===== config.mk =====
export PLATFORM = sky130hd
export DESIGN_NAME = dual_port_ram_be
export DESIGN_NICKNAME = d
export VERILOG_FILES = /design/src/rtl/dual_port_ram_be.sv
export SDC_FILE = /design/constraint.sdc
export NUM_CORES = 1
export LEC_CHECK = 0
export CAP_MARGIN = 0
export CORE_AREA = 2 2 371 226
export CTS_CLUSTER_DIAMETER = 80
export DETAILED_ROUTE_END_ITERATION = 8
export DIE_AREA = 0 0 373 228
export GPL_TIMING_DRIVEN = 0
export HOLD_SLACK_MARGIN = 0.1
export PLACE_DENSITY = 0.67
export SLEW_MARGIN = 20
export SYNTH_ARGS = -nofsm -noshare
export SYNTH_HDL_FRONTEND = slang
export SYNTH_SLANG_ARGS = --single-unit

===== constraint.sdc =====
create_clock -name clk -period 5.19 [get_ports clk]
set_input_delay 1.038 -clock clk [delete_from_list [all_inputs] [get_ports clk]]
set_output_delay 1.038 -clock clk [all_outputs]
set_load 0.02 [all_outputs]

===== src/rtl/dual_port_ram_be.sv =====
// Dual-port RAM, one write port and one read port on one clock.
// Per-byte write enables, 1- or 2-cycle read latency, optional
// read-during-write bypass, and a clear sweep run after reset or on clr.
module dual_port_ram_be #(
   parameter int DATA_WIDTH = 32,
   parameter int ADDR_WIDTH = 5,
   parameter int DEPTH      = 32,
   parameter int RD_LATENCY = 1,
   parameter int BYPASS     = 1
) (
   input  logic                      clk,
   input  logic                      rst,
   input  logic                      we,
   input  logic [ADDR_WIDTH-1:0]     waddr,
   input  logic [DATA_WIDTH-1:0]     wdata,
   input  logic [DATA_WIDTH/8-1:0]   wbe,
   input  logic                      re,
   input  logic [ADDR_WIDTH-1:0]     raddr,
   output logic [DATA_WIDTH-1:0]     rdata,
   output logic                      rvalid,
   input  logic                      clr,
   output logic                      busy
);

   localparam int                  LP_NBYTES = DATA_WIDTH / 8;
   localparam logic [ADDR_WIDTH:0] LP_DEPTH  = (ADDR_WIDTH+1)'(DEPTH);
   localparam logic [ADDR_WIDTH-1:0] LP_LAST = ADDR_WIDTH'(DEPTH - 1);

   typedef enum logic {S_IDLE, S_CLEAR} state_t;

   state_t                  r_state;
   state_t                  w_state_nxt;
   logic [ADDR_WIDTH-1:0]   r_ptr;
   logic [DATA_WIDTH-1:0]   r_mem [0:DEPTH-1];
   logic [DATA_WIDTH-1:0]   r_rdata;
   logic                    r_rvalid;

   logic                    w_sweep;
   logic                    w_last;
   logic                    w_wr_en;
   logic                    w_rd_en;
   logic                    w_clr_wr;
   logic                    w_rd_in_range;
   logic                    w_wr_in_range;
   logic [DATA_WIDTH-1:0]   w_rd_old;
   logic [DATA_WIDTH-1:0]   w_rd_merged;
   logic [DATA_WIDTH-1:0]   w_rd_word;
   logic                    w_out_vld;
   logic [DATA_WIDTH-1:0]   w_out_data;

   assign w_sweep       = (r_state == S_CLEAR);
   assign w_last        = (r_ptr == LP_LAST);
   assign w_wr_in_range = ({1'b0, waddr} < LP_DEPTH);
   assign w_rd_in_range = ({1'b0, raddr} < LP_DEPTH);
   // clr wins over a same-edge write; reads on that edge are still served
   assign w_wr_en       = we & ~w_sweep & ~clr & ~rst & w_wr_in_range;
   assign w_rd_en       = re & ~w_sweep & ~rst;
   assign w_clr_wr      = w_sweep & ~rst;

   // state register: reset always (re)starts the sweep
   always_ff @(posedge clk) begin
      if (rst) r_state <= S_CLEAR;
      else     r_state <= w_state_nxt;
   end

   // next-state: IDLE leaves on clr, CLEAR ends after writing the last word
   always_comb begin
      w_state_nxt = r_state;
      case (r_state)
         S_IDLE:  if (clr)    w_state_nxt = S_CLEAR;
         S_CLEAR: if (w_last) w_state_nxt = S_IDLE;
         default:             w_state_nxt = S_IDLE;
      endcase
   end

   // outputs: busy covers the reset-held period as well as the sweep
   always_comb begin
      busy = w_sweep | rst;
   end

   // sweep pointer: parked at 0 outside the sweep, steps once per clear write
   always_ff @(posedge clk) begin
      if (rst || !w_sweep) r_ptr <= '0;
      else                 r_ptr <= r_ptr + 1'b1;
   end

   // array write: clear sweep, otherwise byte-masked host write
   always_ff @(posedge clk) begin
      if (w_clr_wr) begin
         r_mem[r_ptr] <= '0;
      end else if (w_wr_en) begin
         for (int b = 0; b < LP_NBYTES; b++)
            if (wbe[b]) r_mem[waddr][8*b +: 8] <= wdata[8*b +: 8];
      end
   end

   // read word: out-of-range reads return zero; optional same-address bypass
   always_comb begin
      w_rd_old    = w_rd_in_range ? r_mem[raddr] : '0;
      w_rd_merged = w_rd_old;
      for (int b = 0; b < LP_NBYTES; b++)
         if (wbe[b]) w_rd_merged[8*b +: 8] = wdata[8*b +: 8];
      w_rd_word = w_rd_old;
      if (BYPASS != 0 && w_wr_en && waddr == raddr) w_rd_word = w_rd_merged;
   end

   // read data is captured at issue, so a later sweep cannot disturb it
   if (RD_LATENCY == 2) begin : g_lat2
      logic                  r_s1_vld;
      logic [DATA_WIDTH-1:0] r_s1_data;

      // extra pipeline stage for the 2-cycle read
      always_ff @(posedge clk) begin
         if (rst) begin
            r_s1_vld  <= 1'b0;
            r_s1_data <= '0;
         end else begin
            r_s1_vld <= w_rd_en;
            if (w_rd_en) r_s1_data <= w_rd_word;
         end
      end
      assign w_out_vld  = r_s1_vld;
      assign w_out_data = r_s1_data;
   end else begin : g_lat1
      assign w_out_vld  = w_rd_en;
      assign w_out_data = w_rd_word;
   end

   // output stage: rvalid pulses per read, rdata holds between reads
   always_ff @(posedge clk) begin
      if (rst) begin
         r_rvalid <= 1'b0;
         r_rdata  <= '0;
      end else begin
         r_rvalid <= w_out_vld;
         if (w_out_vld) r_rdata <= w_out_data;
      end
   end

   assign rdata  = r_rdata;
   assign rvalid = r_rvalid;

endmodule


-- After elaboration in Yosys (flattened, before gate mapping)
Memory sizes are Yosys's and may differ from the RTL's.
Index checks and enable logic that the tools add are counted.
- register bits: 39
- memory bits (writable): 1024
- input port bits: 51
- memories: 1
- memories (name ; depth ; bits a word ; rd ports ; clocked after memory_dff ; write ports ; line ; source):
    r_mem ; 32 ; 32 ; 1 ; 0 ; 1 ; 34 ; logic [DATA_WIDTH-1:0] r_mem [0:DEPTH-1];
- add/sub/neg operators: 1
- equality and inequality tests: 2
- muxes and demuxes: 29
- bitwise operators: 10
- reductions and logical operators: 4
- operator list (kind ; number):
    32-bit 2-to-1 mux ; 2
    8-bit 2-to-1 mux ; 4
    32-bit OR reduction ; 1
    1-bit 2-to-1 mux ; 20
    1-bit bitwise AND ; 6
    5-bit by 1-bit adder with 5-bit output (second input constant) ; 1
    5-bit == test ; 1
    5-bit == test (second input constant) ; 1
    5-bit 2-to-1 mux ; 1
    4-bit 2-to-1 mux ; 1
    1-bit inverter ; 3
    1-bit case mux with 2 select lines ; 1
    1-bit logical AND ; 1
    1-bit zero test ; 1
    1-bit logical OR ; 1
    1-bit bitwise OR ; 1

-- Longest topological paths before layout
- word-level depth: 9
- gate-level depth with buffers: 8

-- Worst setup path before layout
Ideal clock, no wire load.
- path type: input-to-reg
- from: in clr
- to: mem r_mem[28][0], enable pin
- library setup time: 383 ps
- arrival: 2902 ps
- data required time: 4807 ps
- path slack: 1905 ps
- stages on the path: 6
- buffers on the path: 2
- path through: nor4b_4 > o41a_1 > buf_4 > buf_4 > mux2_2 > nor3_1
- cells in the longest elaborated chain, start to end: 8
- RTL lines (element ; line ; source):
    start: declaration ; 21 ; input logic clr,
    1-bit inverter (*) ; 56 ; assign w_wr_en = we & ~w_sweep & ~clr & ~rst & w_wr_in_range;
    1-bit bitwise AND (*) (2 in series) ; 56 ;
    1-bit 2-to-1 mux ; 91 ; end else if (w_wr_en) begin
    1-bit 2-to-1 mux ; 89 ; if (w_clr_wr) begin
    1-bit 2-to-1 mux (implied by the code) ; 93 ; if (wbe[b]) r_mem[waddr][8*b +: 8] <= wdata[8*b +: 8];
    32-bit OR reduction (no source line) ; n/a ;
    5-bit 2-to-1 mux (no source line) / 4-bit 2-to-1 mux (equally long branches) ; n/a ;
    end: declaration ; 34 ;
Every way passes the cells marked *; elsewhere a longest branch is shown, timed or not.

-- Worst setup path in the final report
- from: in rst
- to: out busy
- cells in the longest elaborated chain, start to end: 1
- RTL lines (element ; line ; source):
    start: declaration ; 12 ; input logic rst,
    1-bit bitwise OR ; 78 ; busy = w_sweep | rst;
    end: declaration ; 22 ; output logic busy
Every way passes these cells.

==> out/qor.yml <==
drtIter0Drc: 3690
crit_family: "buffers and inverters"
dieArea_sq_um: 85000
postCtsHoldBufs: 0
gr-total-overflow: 0
synth_top_cell_by_area: "edfxtp_1"
critPathBufInv: 4
syn-instance-count: 2014
die_x_um: 373
slew_violations: 0
ys_ff_latch: 1063
num_rows: 82
period_share: 0.940
ios: 85
viasPerCell: 6.65
min-delay-start: "rdata[28]"
drive_gt1_frac: 0.268
grt_pass1_vias: 21900
regToRegStartpoint: "r_state"
antenna_found_initial: 5
synth_edf_count: 1024
route.detailed.drc: 0
endpoint_kind: "output port"
core_sq_um: 82200
yosys_most_used_dff: "edfxtp_1"
clock_sinks: 1063
hold_violations: 0
syn_area_per_cell_sq_um: 20.5
critPathSlowestCell: "clkbuf_1"
p_per_area_nw_per_um2: 364
insertion_delay_ps: 690
worstMarginPinSlew_ps: 1230
startpoint: "rst"
fin_ws_ps: 311
n_fill_cell: 6037
yosys.area.top_type_share: 0.745
hold_path_class: "reg2reg"
max_freq_mhz: 205
r2r_slack_ps: 1210
r2r_end: "r_mem[29][5]"
root_buffer: "clkbuf_16"
finalPower_mw: 17.2
cp_num_cells: 5
wirelength_um: 111000
cts_tree: "built"
status: "finished, final reports clean"
max_cap_violations: 0
yosysWarnings: 0
fin_crit_ps: 4880
ctsResizeCount: 0
clk_pin_slew_worst_paths_ps: 70
clockBufferDepth: 3
initial_utilization: 0.502
nNetsFinal: 2266
rsz0062_at_grt: "false"
startpoint_type: "primary input"
setup-violations-final: 0
gp_congestion: 0.974
post-cts-setup-buffers: 0
fin_tns_setup_ps: 0
cts_made_buffers: 93
crit_type: "in2out"
grtUsageTotal: 0.261
via_count: 22500
final_antenna_net_count: 0
arrival_ps: 3840
routedWlPerCell_um: 32.7
worstPathRequired_ps: 4150
synth.distinct_cells: 41
synth_nets: 2067
drtPass1Iterations: 6
crit_chain: "clkdlybuf4s50_1 -> clkbuf_1 -> clkbuf_1 -> or2_2 -> clkdlybuf4s50_1"
pre_cts_ws_ps: 170
ff2ff_path_depth: 7
fin_skew_ps: 31.8
synth.yosys.seq_area_share: 0.764
syn_to_final_growth_pct: 14.6
whs_ps: 600
leakagePower_nw: 12.6
ys_async_sr_fraction: 0
h-tree-depth: 3
ys_top_cells_by_area: "edfxtp_1, mux4_2, dfxtp_1"
fp.dieH_um: 228
slew_headroom: 0.183
whs_path_depth: 3
grt_pass1_wl_um: 158000
holdPathEnd: "rdata[28]"
dp_hpwl_um: 75600
syn_area_sq_um: 41300
max_stage_delay_ps: 770
synthTopCellsByCount: "edfxtp_1, mux4_2, nor3_1"
vdd_drop_max_mv: 0.306
synth.most_common_cell: "edfxtp_1"
grt_max_degree: 33
port_buffers: 80
cp_max_fo: 10
where the power goes:
part           leakage, nW  switching, mW  total, mW  internal (mW)
Sequential            8.12         0.0169       9.34           9.32
Clock                 1.52           3.14       7.20           4.06
Combinational         2.99          0.451      0.695          0.245
Total                 12.6           3.61       17.2           13.6
worst max-delay path by stage:
stage / to / slack, ps
floorplan: r_mem[28][0] / 1900
global placement: r_mem[28][18] / 250
detailed placement: r_mem[23][11] / 170
CTS: busy / 250
global route: busy / 240
finish: busy / 310
area by class of cell:
| class | instances | area (sq um) | share of cell area |
|---|---|---|---|
| timing repair buffer | 104 | 981 | 0.0207 |
| inverter | 4 | 15.0 | 0.000318 |
| clock inverter | 54 | 614 | 0.0130 |
| multi-input combinational | 812 | 9680 | 0.205 |
| tap | 1092 | 1370 | 0.0289 |
| clock buffer | 119 | 2500 | 0.0528 |
| buffer | 135 | 599 | 0.0127 |
| sequential | 1063 | 31500 | 0.667 |
| antenna | 1 | 2.50 | 0.0000529 |
worst register-to-register path, cell delays in order (launching register included):
cell     delay [ps]
dfxtp_1         470
nor4b_4         680
o41a_1          260
buf_4           150
buf_2           330
mux2i_1         360
nand2_1         390
nor2_1          930
state kept, by name, summed over array words and instances, names as in the netlist:
register  cells
r_state       1
rvalid        1
r_mem      1024
rdata        32
r_ptr         5
kinds of logic (layout without fill, tap and decap cells):
kind of cell | count (synthesis) | in the layout | share of synthesized area
and+or+nand+nor | 331 | 331 | 0.0399
buffers and inverters | 139 | 416 | 0.0149
xor gates and xnor gates | 7 | 7 | 0.00149
AOI/OAI and AO/OA | 210 | 210 | 0.0379
other | 0 | 1 | 0
muxes | 262 | 262 | 0.141
adders and majority gates | 2 | 2 | 0.000606
DFF | 1063 | 1063 | 0.764
placed cells by master (no fill, tap or decap), drive strengths merged, types with 39 or more instances in the layout:
cell type and count:
clkbuf 191, mux4 256, o22ai 48, clkdlybuf4s50 80, nor3 106, buf 87
a22oi 80, dfxtp 39, nor2 104, nand3 43, edfxtp 1024
through the flow:
| step | instances | utilization | instance area [sq um] |
|---|---|---|---|
| global route | 3384 | 0.575 | 47300 |
| CTS | 3383 | 0.575 | 47200 |
| global placement | 3186 | 0.529 | 43400 |
| floorplan | 2014 | - | 41300 |
| detailed placement | 3210 | 0.537 | 44100 |
| finish | 3384 | 0.575 | 47300 |
metal layers:
metal	up-vias	track usage	share of wire
li1	8857	-	-
met3	205	0.0747	0.13
met5	-	0	0.00020
met1	11900	0.416	0.43
met2	1519	0.349	0.42
met4	4	0.0746	0.026
No activity file was read; power rests on OpenSTA's default activity.
